[src/rtl/steady_state_detector.sv]
// Purpose: declares the ONN settled when N consecutive per-period phase samples match; latches the pattern.
// Latency: steady_cheak/phi_out/timeout/busy are registered and change on the edge of the qualifying sample.
// Backpressure: none; phi_in is consumed only on sample_en strobes, all other cycles hold state.
//
// Ports:
//   clk, rst_n           - clock, synchronous active-low reset
//   start                - pulse: begin/restart monitoring (IDLE, WATCH, STEADY, TIMEOUT)
//   sample_en, phi_in    - per-period sample strobe and oscillator phase vector
//   steady_cheak,phi_out - settled flag and frozen pattern to the phase decoder
//   timeout, busy        - network failed to settle; monitoring in progress
module steady_state_detector #(
    parameter int N_OSC           = 60,
    parameter int STABLE_CYCLES   = 16,
    parameter int TIMEOUT_SAMPLES = 1024
) (
    input  logic             clk,
    input  logic             rst_n,
    input  logic             start,
    input  logic             sample_en,
    input  logic [0:N_OSC-1] phi_in,
    output logic             steady_cheak,
    output logic [0:N_OSC-1] phi_out,
    output logic             timeout,
    output logic             busy
);

    localparam int MW = $clog2(STABLE_CYCLES);
    localparam int SW = $clog2(TIMEOUT_SAMPLES + 1);
    // match_cnt excludes the first sample of a run, so the last needed match is STABLE_CYCLES-2.
    localparam logic [MW-1:0] MATCH_LAST = MW'(STABLE_CYCLES - 2);
    localparam logic [SW-1:0] SAMP_LAST  = SW'(TIMEOUT_SAMPLES);

    typedef enum logic [1:0] {
        S_IDLE,
        S_WATCH,
        S_STEADY,
        S_TIMEOUT
    } state_t;

    state_t           r_state;
    state_t           w_state_nxt;
    logic [0:N_OSC-1] r_prev;
    logic [0:N_OSC-1] w_prev_nxt;
    logic             r_prev_valid;
    logic             w_prev_valid_nxt;
    logic [MW-1:0]    r_match_cnt;
    logic [MW-1:0]    w_match_nxt;
    logic [SW-1:0]    r_samp_cnt;
    logic [SW-1:0]    w_samp_nxt;
    logic [SW-1:0]    w_samp_inc;
    logic [0:N_OSC-1] r_phi_out;
    logic [0:N_OSC-1] w_phi_out_nxt;
    logic             w_same;

    assign w_samp_inc = r_samp_cnt + 1'b1;
    assign w_same     = (phi_in == r_prev);

    always_comb begin
        w_state_nxt      = r_state;
        w_prev_nxt       = r_prev;
        w_prev_valid_nxt = r_prev_valid;
        w_match_nxt      = r_match_cnt;
        w_samp_nxt       = r_samp_cnt;
        w_phi_out_nxt    = r_phi_out;

        case (r_state)
            S_WATCH: begin
                if (start) begin
                    // Restart: any sample in this same cycle is discarded.
                    w_prev_valid_nxt = 1'b0;
                    w_match_nxt      = '0;
                    w_samp_nxt       = '0;
                end else if (sample_en) begin
                    w_samp_nxt = w_samp_inc;
                    if (r_prev_valid && w_same && (r_match_cnt == MATCH_LAST)) begin
                        // Settling wins over a timeout landing on the same sample.
                        w_phi_out_nxt = phi_in;
                        w_state_nxt   = S_STEADY;
                    end else begin
                        if (!r_prev_valid) begin
                            w_prev_nxt       = phi_in;
                            w_prev_valid_nxt = 1'b1;
                            w_match_nxt      = '0;
                        end else if (w_same) begin
                            w_match_nxt = r_match_cnt + 1'b1;
                        end else begin
                            w_prev_nxt  = phi_in;
                            w_match_nxt = '0;
                        end
                        if (w_samp_inc == SAMP_LAST) begin
                            w_state_nxt = S_TIMEOUT;
                        end
                    end
                end
            end
            S_IDLE, S_STEADY, S_TIMEOUT: begin
                // phi_out is deliberately left alone so the decoder keeps the last result.
                if (start) begin
                    w_state_nxt      = S_WATCH;
                    w_prev_valid_nxt = 1'b0;
                    w_match_nxt      = '0;
                    w_samp_nxt       = '0;
                end
            end
            default: begin
                w_state_nxt = S_IDLE;
            end
        endcase
    end

    always_ff @(posedge clk) begin
        if (!rst_n) begin
            r_state      <= S_IDLE;
            r_prev       <= '0;
            r_prev_valid <= 1'b0;
            r_match_cnt  <= '0;
            r_samp_cnt   <= '0;
            r_phi_out    <= '0;
            steady_cheak <= 1'b0;
            timeout      <= 1'b0;
            busy         <= 1'b0;
        end else begin
            r_state      <= w_state_nxt;
            r_prev       <= w_prev_nxt;
            r_prev_valid <= w_prev_valid_nxt;
            r_match_cnt  <= w_match_nxt;
            r_samp_cnt   <= w_samp_nxt;
            r_phi_out    <= w_phi_out_nxt;
            // Flags are decoded from the next state so they are mutually exclusive by construction.
            steady_cheak <= (w_state_nxt == S_STEADY);
            timeout      <= (w_state_nxt == S_TIMEOUT);
            busy         <= (w_state_nxt == S_WATCH);
        end
    end

    assign phi_out = r_phi_out;

endmodule

[config.mk]
export PLATFORM = sky130hd
export DESIGN_NAME = steady_state_detector
export DESIGN_NICKNAME = d
export VERILOG_FILES = /design/src/rtl/steady_state_detector.sv
export SDC_FILE = /design/constraint.sdc
export NUM_CORES = 1
export LEC_CHECK = 0
export ABC_AREA = 1
export BUFFER_PORTS_ARGS = -buffer_cell sky130_fd_sc_hd__buf_2
export CAP_MARGIN = 20
export CORE_MARGIN = 3
export CORE_UTILIZATION = 60
export DETAILED_ROUTE_END_ITERATION = 10
export PLACE_DENSITY = 0.85
export SLEW_MARGIN = 20
export SYNTH_ARGS = -nofsm -noshare
export SYNTH_HDL_FRONTEND = slang
export SYNTH_SLANG_ARGS = --single-unit
export TNS_END_PERCENT = 100
[constraint.sdc]
create_clock -name clk -period 3.2 [get_ports clk]
set_input_delay 0.16 -clock clk [delete_from_list [all_inputs] [get_ports clk]]
set_output_delay 0.16 -clock clk [all_outputs]
set_load 0.03 [all_outputs]
==> results.yml, run 1 <==
outcome:
  status: "finished clean"
floorplan:
  start_util: 0.6228
  io_pins: 127
  die_w_um: 112.8
  num_rows: 38
  dieArea_um2: 12720
  dieHeight_um: 112.8
  core-area_um2: 10980
clock_network:
  clk_path_buf_depth: 2
  cts_setup_buffers: 0
  cts_tree: "yes"
  cts_buffers: 17
  cts-root-buf: "clkbuf_16"
  cts.reportedPaths.clkPinSlew_ns: 0.06
  hold_buffers: 0
  cts_sinks: 141
  insertion_delay_ns: 0.42
  cts_resized: 0
  cts_max_level: 4
place:
  numPortBuffers: 126
  gp_congestion: 0.9441
  dp.final_hpwl_um: 12400
layout:
  final_net_count: 1220
  syn_to_final_growth_pct: 17.65
  final_cell_mix: "242 x nand2_1, 217 x nor2_1, 141 x dfxtp_1"
  drive_gt1_frac: 0.1638
  fillers: 896
  mostFrequentLayoutCell: "nand2_1"
  diodes: 0
pwr:
  vdd_drop_max_mv: 0.4724
  power_leakage_nw: 4.086
  total_power_mw: 4.110
  p_per_area_nw_per_um2: 510.8
yosys:
  synth_cells: 1041
  synthDistinctLibCells: 36
  ys_seq_area_frac: 0.4127
  syn_avg_cell_area_um2: 6.571
  yosys_warnings: 0
  syn_nets: 1108
  synth-seq-cells: 141
  synth_area_um2: 6840
timing:
  rsz0062_at_grt: "false"
  skew_ns: 0.007680
  drv_slew: 0
  finalCriticalPeriod_ns: 2.426
  max_slew.worst_pin.slew_ns: 0.7641
  relSlewSlack: 0.4906
  max_freq_ghz: 0.4121
  tns_ns: 0
  timing.final.crit_share: 0.7583
  setup_violations: 0
  hold_viol_final: 0
global_route:
  track_usage: 0.2861
  grt.overflow.total: 0
  grt_pass1_wl_um: 29680
  grt_antenna_before_repair: 0
  grt_pass1_vias: 6224
  grt_max_degree: 114
setup_path:
  crit_slowest_cell: "nand4_2"
  worstPathArrival_ns: 2.73
  r2r_slack_ns: 0.77
  criticalPathCategory: "flip-flop to flip-flop"
  timing.rr.end: "phi_out[11]"
  start_kind: "flip-flop"
  crit_path_end_kind: "flip-flop"
  max_stage_delay_ns: 0.50
  worstPathMaxFanout: 19
  crit_required_ns: 3.51
  reg2reg_depth: 12
  r2r_start: "r_prev[42]"
  worstPathCellList: "inv_1, nand2_1, nand2_1, nor2_1, nand2_1, nor2_1, nand2_1, nor2_4, nand4_2, buf_4, nor2_1, nor2_1"
route:
  drc_errors: 0
  num_vias: 6845
  final_antenna_net_count: 0
  drt_iter0_markers: 618
  wirelength_um: 17940
  avgRoutedWirePerCell_um: 13.74
  viasPerCell: 5.241
  dr.pass1.iters: 6
min_path:
  worstHoldPathCells: 3
  holdCritPathClass: "input pin to flip-flop"
  holdCritStartpoint: "phi_in[47]"
  holdPathEnd: "phi_out[47]"
flow_run:
  drv_cap: 0
## report_power, final
group	switching [mW]	total, mW	internal, mW
sequential	0.0199	1.81	1.79
combinational	0.247	0.368	0.122
clock	0.722	1.93	1.21
## cell type report
type,instances,area (µm²),share of cell area
flip-flops and latches,141,2823,0.3507
multi-input cells,724,3262,0.4053
well taps,140,175.2,0.02177
inverters,137,514.2,0.06390
repair buffers,132,700.7,0.08706
clock inverters,6,83.83,0.01042
clock buffers,26,489.2,0.06079
## synth_stat cells
cell	instances	area (µm²)
inv_1	129	484.2
nor2_1	217	814.5
inv_2	8	30.03
buf_1	2	7.510
ha_1	3	37.54
a2bb2oi_1	1	8.760
xnor2_1	5	43.79
nor2_8	2	40.04
buf_6	8	90.09
buf_2	15	75.07
clkbuf_1	11	41.29
nor2_2	3	18.77
o22ai_1	1	6.260
and2_1	2	12.51
clkbuf_2	1	5.000
a2111oi_0	1	8.760
a21oi_1	57	285.3
a21oi_2	10	87.58
buf_4	1	7.510
nand3_1	19	95.09
or2_2	1	6.260
a21boi_1	1	7.510
nor3_1	2	10.01
nand4_2	1	12.51
dfxtp_1	141	2823
nand2_2	4	25.02
xor2_1	4	35.03
nand3_4	1	17.52
nor2_4	2	22.52
nand2_1	242	908.4
buf_8	1	15.01
nand2_4	1	11.26
a21boi_0	1	7.510
o21ai_0	76	380.4
nand4_1	19	118.9
o21ai_1	48	240.2
## cell families (layout without fill, tap and decap cells)
| family | count (synthesis) | in the layout | share of synthesized area |
|---|---|---|---|
| AOI/OAI and AO/OA | 196 | 196 | 0.1509 |
| buffers and inverters | 176 | 301 | 0.1105 |
| DFF | 141 | 141 | 0.4127 |
| adders and majority gates | 3 | 3 | 0.005488 |
| and+or+nand+nor | 516 | 516 | 0.3089 |
| xor gates and xnor gates | 9 | 9 | 0.01152 |
## flip-flops by register name (all words and copies together) (netlist names)
signal        flops
r_match_cnt       4
busy              1
r_state           2
phi_out          60
r_prev           60
timeout           1
steady_cheak      1
r_prev_valid      1
r_samp_cnt       11
## how the worst max path moves through the flow
| stage | start | end | cells after the start | slack, ns |
|---|---|---|---|---|
| after floorplan | r_samp_cnt[0] | steady_cheak | 12 | 1.56 |
| after global placement | phi_in[17] | phi_out[2] | 13 | 0.89 |
| after detailed placement | phi_in[17] | phi_out[45] | 13 | 0.83 |
| after CTS | r_prev[17] | phi_out[11] | 11 | 0.83 |
| after global routing | r_prev[53] | phi_out[2] | 12 | 0.58 |
| final | r_prev[42] | phi_out[11] | 12 | 0.77 |
## metrics by stage
stage	setup slack [ns]	hold WS (ns)	cell area [µm²]	utilization	instances
after floorplan	1.557	0.2507	6840	-	1041
after global placement	0.8889	0.4293	7475	0.6806	1274
after detailed placement	0.8290	0.4352	7475	0.6806	1274
after CTS	0.8343	0.006935	8048	0.7327	1306
after global routing	0.5815	0.02156	8048	0.7327	1306
final	0.7736	0.007591	8048	0.7327	1306
## critical path, delay by kind of cell (launching register included)
| kind | cells | cell delay, ns |
|---|---|---|
| buf+inv | 2 | 0.47 |
| flops | 1 | 0.34 |
| simple gates | 10 | 1.51 |
## routing by layer
metal / vias to the layer above / wire, µm / GRT usage
li1: 3468 / - / -
met1: 3072 / 7793 / 0.3783
met2: 271 / 8341 / 0.4605
met3: 34 / 1411 / 0.07273
met4: 0 / 393 / 0.09295
met5: - / 0 / 0
Power figures use the tool's default switching activity.
==> inputs of run 2 (changes only) <==
ABC_AREA = 0   (was 1)
CORE_UTILIZATION = 55   (was 60)
PLACE_DENSITY = 0.8   (was 0.85)
clock period = 2.47 ns   (was 3.2 ns; I/O delays follow)
==> run 2 against run 1 <==
Compared with the run above: clock power is 33% higher; cell area rose by 1.9%; flip-flop and latch count did not move; worst setup slack worse by 0.68 ns; sequential power increased by 29%; largest cell class unchanged; wire length rose by 3.4%; sequential share of layout area decreased by 0.66 points; combinational power rose by 23%; critical endpoint is now phi_out[28]; global-route usage decreased by 0.62 points; synthesized cell count decreased by 26%; clock skew increased by 0.0027 ns.
==> results.yml, run 2 <==
outcome:
  status: "finished clean"
setup_path:
  worstPathArrival_ns: 2.74
  crit_family: "simple AND/OR/NAND/NOR gates"
  path_depth: 10
  worstPathMaxFanout: 31
  reg2reg_depth: 9
  crit_slowest_cell: "dlygate4sd3_1"
  critPathLaunch: "phi_in[8]"
  criticalPathCategory: "input pin to flip-flop"
  start_kind: "input pin"
  crit_required_ns: 2.83
  max_stage_delay_ns: 0.54
  crit_path_end_kind: "flip-flop"
  cpMostUsedCell: "nand3_1"
  crit_buf_inv: 3
  r2r_start: "r_prev[3]"
  worstPathCellList: "dlygate4sd3_1, buf_2, xnor2_1, nand4_1, nor4_2, nand3_1, nor4_4, clkbuf_16, nand3_1, o21ai_1"
timing:
  skew_ns: 0.01037
  hold_viol_final: 0
  finalCriticalPeriod_ns: 2.381
  max_freq_ghz: 0.4200
  fin_ws_ns: 0.08903
  tns_ns: 0
  drv_slew: 0
  relSlewSlack: 0.5356
  timing.final.crit_share: 0.9640
  max_slew.worst_pin.slew_ns: 0.6965
  fin_hold_ws_ns: 0.01200
  setup_violations: 0
min_path:
  holdCritPathClass: "input pin to flip-flop"
  worstHoldPathCells: 3
  holdCritStartpoint: "phi_in[48]"
yosys:
  synth_edf_count: 0
  synth-seq-cells: 141
  synth_cells: 768
  yosys_warnings: 0
  yosys_most_used_dff: "dfxtp_1"
  netlist_top_cells_count: "141 x dfxtp_1, 131 x nand2_1, 125 x nand3_1"
  syn_avg_cell_area_um2: 8.110
  post-synth-top-area-fraction: 0.4532
  synth_top_area_cell: "dfxtp_1"
  yosysMostFrequentCell: "dfxtp_1"
  syn_nets: 835
  synth_area_um2: 6228
  synthArstFlopShare: 0
  ys_seq_area_frac: 0.4532
  yosys-top-cells-area: "dfxtp_1 45%, nand3_1 10%, nand2_1 7.9%"
  synthDistinctLibCells: 37
pwr:
  total_power_mw: 5.353
  power_leakage_nw: 3.076
  vdd_drop_max_mv: 0.4585
  p_per_area_nw_per_um2: 652.7
layout:
  design_area_um2: 8202
  final_cell_mix: "141 x dfxtp_1, 131 x nand2_1, 125 x buf_2"
  diodes: 0
  syn_to_final_growth_pct: 31.68
  fillers: 784
  drive_gt1_frac: 0.2134
  mostFrequentLayoutCell: "dfxtp_1"
  stdcell_count: 1077
  fin_util: 0.7500
  final_net_count: 991
clock_network:
  cts_tree: "yes"
  insertion_delay_ns: 0.42
  cts_max_level: 4
  clk_path_buf_depth: 2
  cts.reportedPaths.clkPinSlew_ns: 0.06
  cts-root-buf: "clkbuf_16"
  cts_buffers: 17
  cts_sinks: 141
floorplan:
  start_util: 0.5696
  dieArea_um2: 12640
  num_rows: 38
  die_w_um: 112.4
  io_pins: 127
  core-area_um2: 10940
  dieHeight_um: 112.4
route:
  drt_iter0_markers: 585
  drc_errors: 0
  avgRoutedWirePerCell_um: 17.22
  dr.pass1.iters: 5
  final_antenna_net_count: 0
  viasPerCell: 5.756
  wirelength_um: 18550
  num_vias: 6199
flow_run:
  drv_cap: 0
place:
  post_dp_cell_area_um2: 6908
  dp.final_hpwl_um: 11730
  numPortBuffers: 126
  gp_congestion: 0.9649
  placed_cells: 989
  dp_slack_ns: 0.08622
global_route:
  grt_max_degree: 142
  grt_pass1_wl_um: 28300
  track_usage: 0.2799
  grt.overflow.total: 0
  grt_pass1_vias: 5746
  grt_antenna_before_repair: 0
[run 2: cell families (layout without fill, tap and decap cells)]
logic type	Yosys count	count (layout)	share of synthesized area
buffers and inverters	62	230	0.04922
AO/OA/AOI/OAI	141	142	0.1247
adder cells (fa/ha/maj)	3	3	0.006027
AND/OR/NAND/NOR	364	364	0.2867
flip-flops	141	141	0.4532
XOR/XNOR	57	57	0.08015
[run 2: layer usage]
layer | vias to the layer above | GRT usage | part of all wire
met1 | 2919 | 0.3452 | 0.42
met4 | 0 | 0.1066 | 0.024
met5 | - | 0 | 0
met3 | 36 | 0.06523 | 0.067
li1 | 2982 | - | -
met2 | 262 | 0.4764 | 0.49
[run 2: layout make-up]
class                      count  area, µm²  share of cell area
multi-input combinational    566       3208              0.3912
sequential                   141       2823              0.3442
timing repair buffer         192       1373              0.1674
clock buffer                  19      432.9             0.05278
tap                          140      175.2             0.02136
clock inverter                13      167.7             0.02044
inverter                       6      22.52            0.002746
[run 2: worst min-delay path, delay by kind of cell]
kind / cells / cell delay, ns
buffers and inverters: 1 / 0.13
AOI/OAI and AO/OA: 1 / 0.06
and+or+nand+nor: 1 / 0.08
[run 2: what timing repair did]
item                       4_1_cts  5_1_grt
hold endpoints to repair        95        0
gates resized for setup          0       20
setup buffers                    0        1
hold buffers                    52        0
setup endpoints to repair        0       81
[run 2: where the power goes]
group | switching [mW] | total (mW) | internal, mW
logic | 0.260 | 0.451 | 0.191
clock network | 0.982 | 2.57 | 1.59
registers | 0.0229 | 2.33 | 2.31
total | 1.26 | 5.35 | 4.09
[run 2: final timing paths]
path                 endpoint  slack, ns
hold / removal     r_prev[48]       0.01
setup reg to reg  phi_out[28]       0.16
setup / recovery  phi_out[28]       0.09
hold reg to reg   phi_out[53]       0.44
==> inputs of run 3 (changes only) <==
CORE_ASPECT_RATIO = 1.4   (was default)
==> run 3 against run 2 <==
Compared with the run above: register-to-register slack worse by 0.02 ns; combinational power down 1%; clock power up 5%; non-clock buffer count down 2; hold slack better by 0.0083 ns; wire length down 0.47%; maximum frequency about the same; clock-buffer cell count up 1; sequential share of layout area about the same; total power up 2.1%; cell area about the same; final cell count down 0.19%; critical path type unchanged.
==> results.yml, run 3 (synthesized netlist as in run 2, its figures left out) <==
floorplan:
  die_w_um: 95.94
  num_rows: 45
  dieHeight_um: 131.9
  io_pins: 127
  core-area_um2: 10980
  start_util: 0.5673
  dieArea_um2: 12660
route:
  wirelength_um: 18460
  num_vias: 6143
  drc_errors: 0
  viasPerCell: 5.714
  dr.pass1.iters: 6
  drt_iter0_markers: 407
  avgRoutedWirePerCell_um: 17.17
  final_antenna_net_count: 0
timing:
  max_slew.worst_pin.slew_ns: 0.6442
  max_freq_ghz: 0.4196
  setup_violations: 0
  tns_ns: 0
  drv_slew: 0
  fin_hold_ws_ns: 0.02029
  relSlewSlack: 0.5705
  timing.final.crit_share: 0.9649
  skew_ns: 0.01664
  finalCriticalPeriod_ns: 2.383
  hold_viol_final: 0
setup_path:
  cpMostUsedCell: "nand3_1"
  crit_family: "buffers and inverters"
  crit_required_ns: 2.80
  crit_slowest_cell: "dlygate4sd3_1"
  worstPathCellList: "dlygate4sd3_1, buf_2, xnor2_4, nand4_1, nor4_2, nand3_1, nor4_4, buf_4, clkbuf_16, nand3_1, o21ai_1"
  worstPathMaxFanout: 22
  worstPathArrival_ns: 2.71
  crit_buf_inv: 4
  max_stage_delay_ns: 0.54
  start_kind: "input pin"
  criticalPathCategory: "input pin to flip-flop"
  crit_path_end_kind: "flip-flop"
layout:
  final_net_count: 988
  design_area_um2: 8194
  diodes: 0
  drive_gt1_frac: 0.2120
  stdcell_count: 1075
  ff_latch_area_um2: 2823
  fillers: 792
  mostFrequentLayoutCell: "dfxtp_1"
  syn_to_final_growth_pct: 31.56
  final_cell_mix: "141 x dfxtp_1, 131 x nand2_1, 125 x nand3_1, 125 x buf_2, 65 x o21ai_0"
  multi_input_area_um2: 3204
flow_run:
  drv_cap: 0
clock_network:
  cts_tree: "yes"
  cts_sinks: 141
  cts-root-buf: "clkbuf_16"
  clk_path_buf_depth: 2
  cts_max_level: 4
  cts.reportedPaths.clkPinSlew_ns: 0.06
  insertion_delay_ns: 0.42
  cts_buffers: 17
place:
  post_dp_cell_area_um2: 6887
  gp_congestion: 0.9982
  placed_cells: 987
  numPortBuffers: 126
  dp.final_hpwl_um: 11710
global_route:
  grt_pass1_wl_um: 28480
  grt_antenna_before_repair: 0
  grt_max_degree: 129
  grt_pass1_vias: 5803
  grt.overflow.total: 0
  track_usage: 0.2846
min_path:
  holdCritPathClass: "input pin to flip-flop"
pwr:
  p_per_area_nw_per_um2: 667.0
  power_leakage_nw: 3.107
  vdd_drop_max_mv: 0.4423
outcome:
  status: "finished clean"
run 3: timing repair:
item,in CTS,in global routing
resized for setup,0,19
setup endpoints to repair,0,63
endpoints found under the hold margin,91,0
hold buffers,53,0
setup buffers,0,1
run 3: where the power goes:
| group | total, mW | switching [mW] | internal [mW] |
|---|---|---|---|
| Clock | 2.69 | 1.01 | 1.68 |
| Sequential | 2.33 | 0.0243 | 2.31 |
| Combinational | 0.446 | 0.255 | 0.190 |
| Total | 5.47 | 1.29 | 4.17 |
run 3: worst paths after layout:
check / slack [ns] / from / cells after the start / to
min reg2reg: 0.45 / phi_out[53] / 2 / phi_out[53]
max reg2reg: 0.14 / r_prev[27] / 9 / phi_out[19]
max: 0.09 / phi_in[8] / 11 / phi_out[19]
min: 0.02 / phi_in[22] / 3 / phi_out[22]
run 3: final cells by class:
| type | count | area share |
|---|---|---|
| clock buffers | 20 | 0.05696 |
| clock inverters | 12 | 0.01955 |
| inverters | 6 | 0.002749 |
| multi-input cells | 565 | 0.3911 |
| flip-flops and latches | 141 | 0.3445 |
| well taps | 141 | 0.02153 |
| repair buffers | 190 | 0.1637 |
run 3: routing by layer:
metal / GRT usage / part of all wire / up-vias
met5: 0 / 0 / -
met3: 0.05254 / 0.060 / 42
li1: - / - / 2968
met1: 0.3386 / 0.39 / 2905
met4: 0.1203 / 0.028 / 0
met2: 0.4909 / 0.52 / 228
run 3: stage by stage:
step / util / worst slack (ns) / total power, mW
5_1_grt: 0.7463 / -0.04003 / 5.617
2_1_floorplan: - / 0.5965 / 2.571
3_3_place_gp: 0.6272 / 0.08431 / 2.723
4_1_cts: 0.7327 / 0.007761 / 5.445
6_report: 0.7463 / 0.08674 / 5.466
3_5_place_dp: 0.6272 / 0.06987 / 2.732
run 3: worst min-delay path: cells and delay by family:
family | cells | cell delay [ns]
AOI/OAI and AO/OA | 1 | 0.06
buffers and inverters | 1 | 0.14
and+or+nand+nor | 1 | 0.08
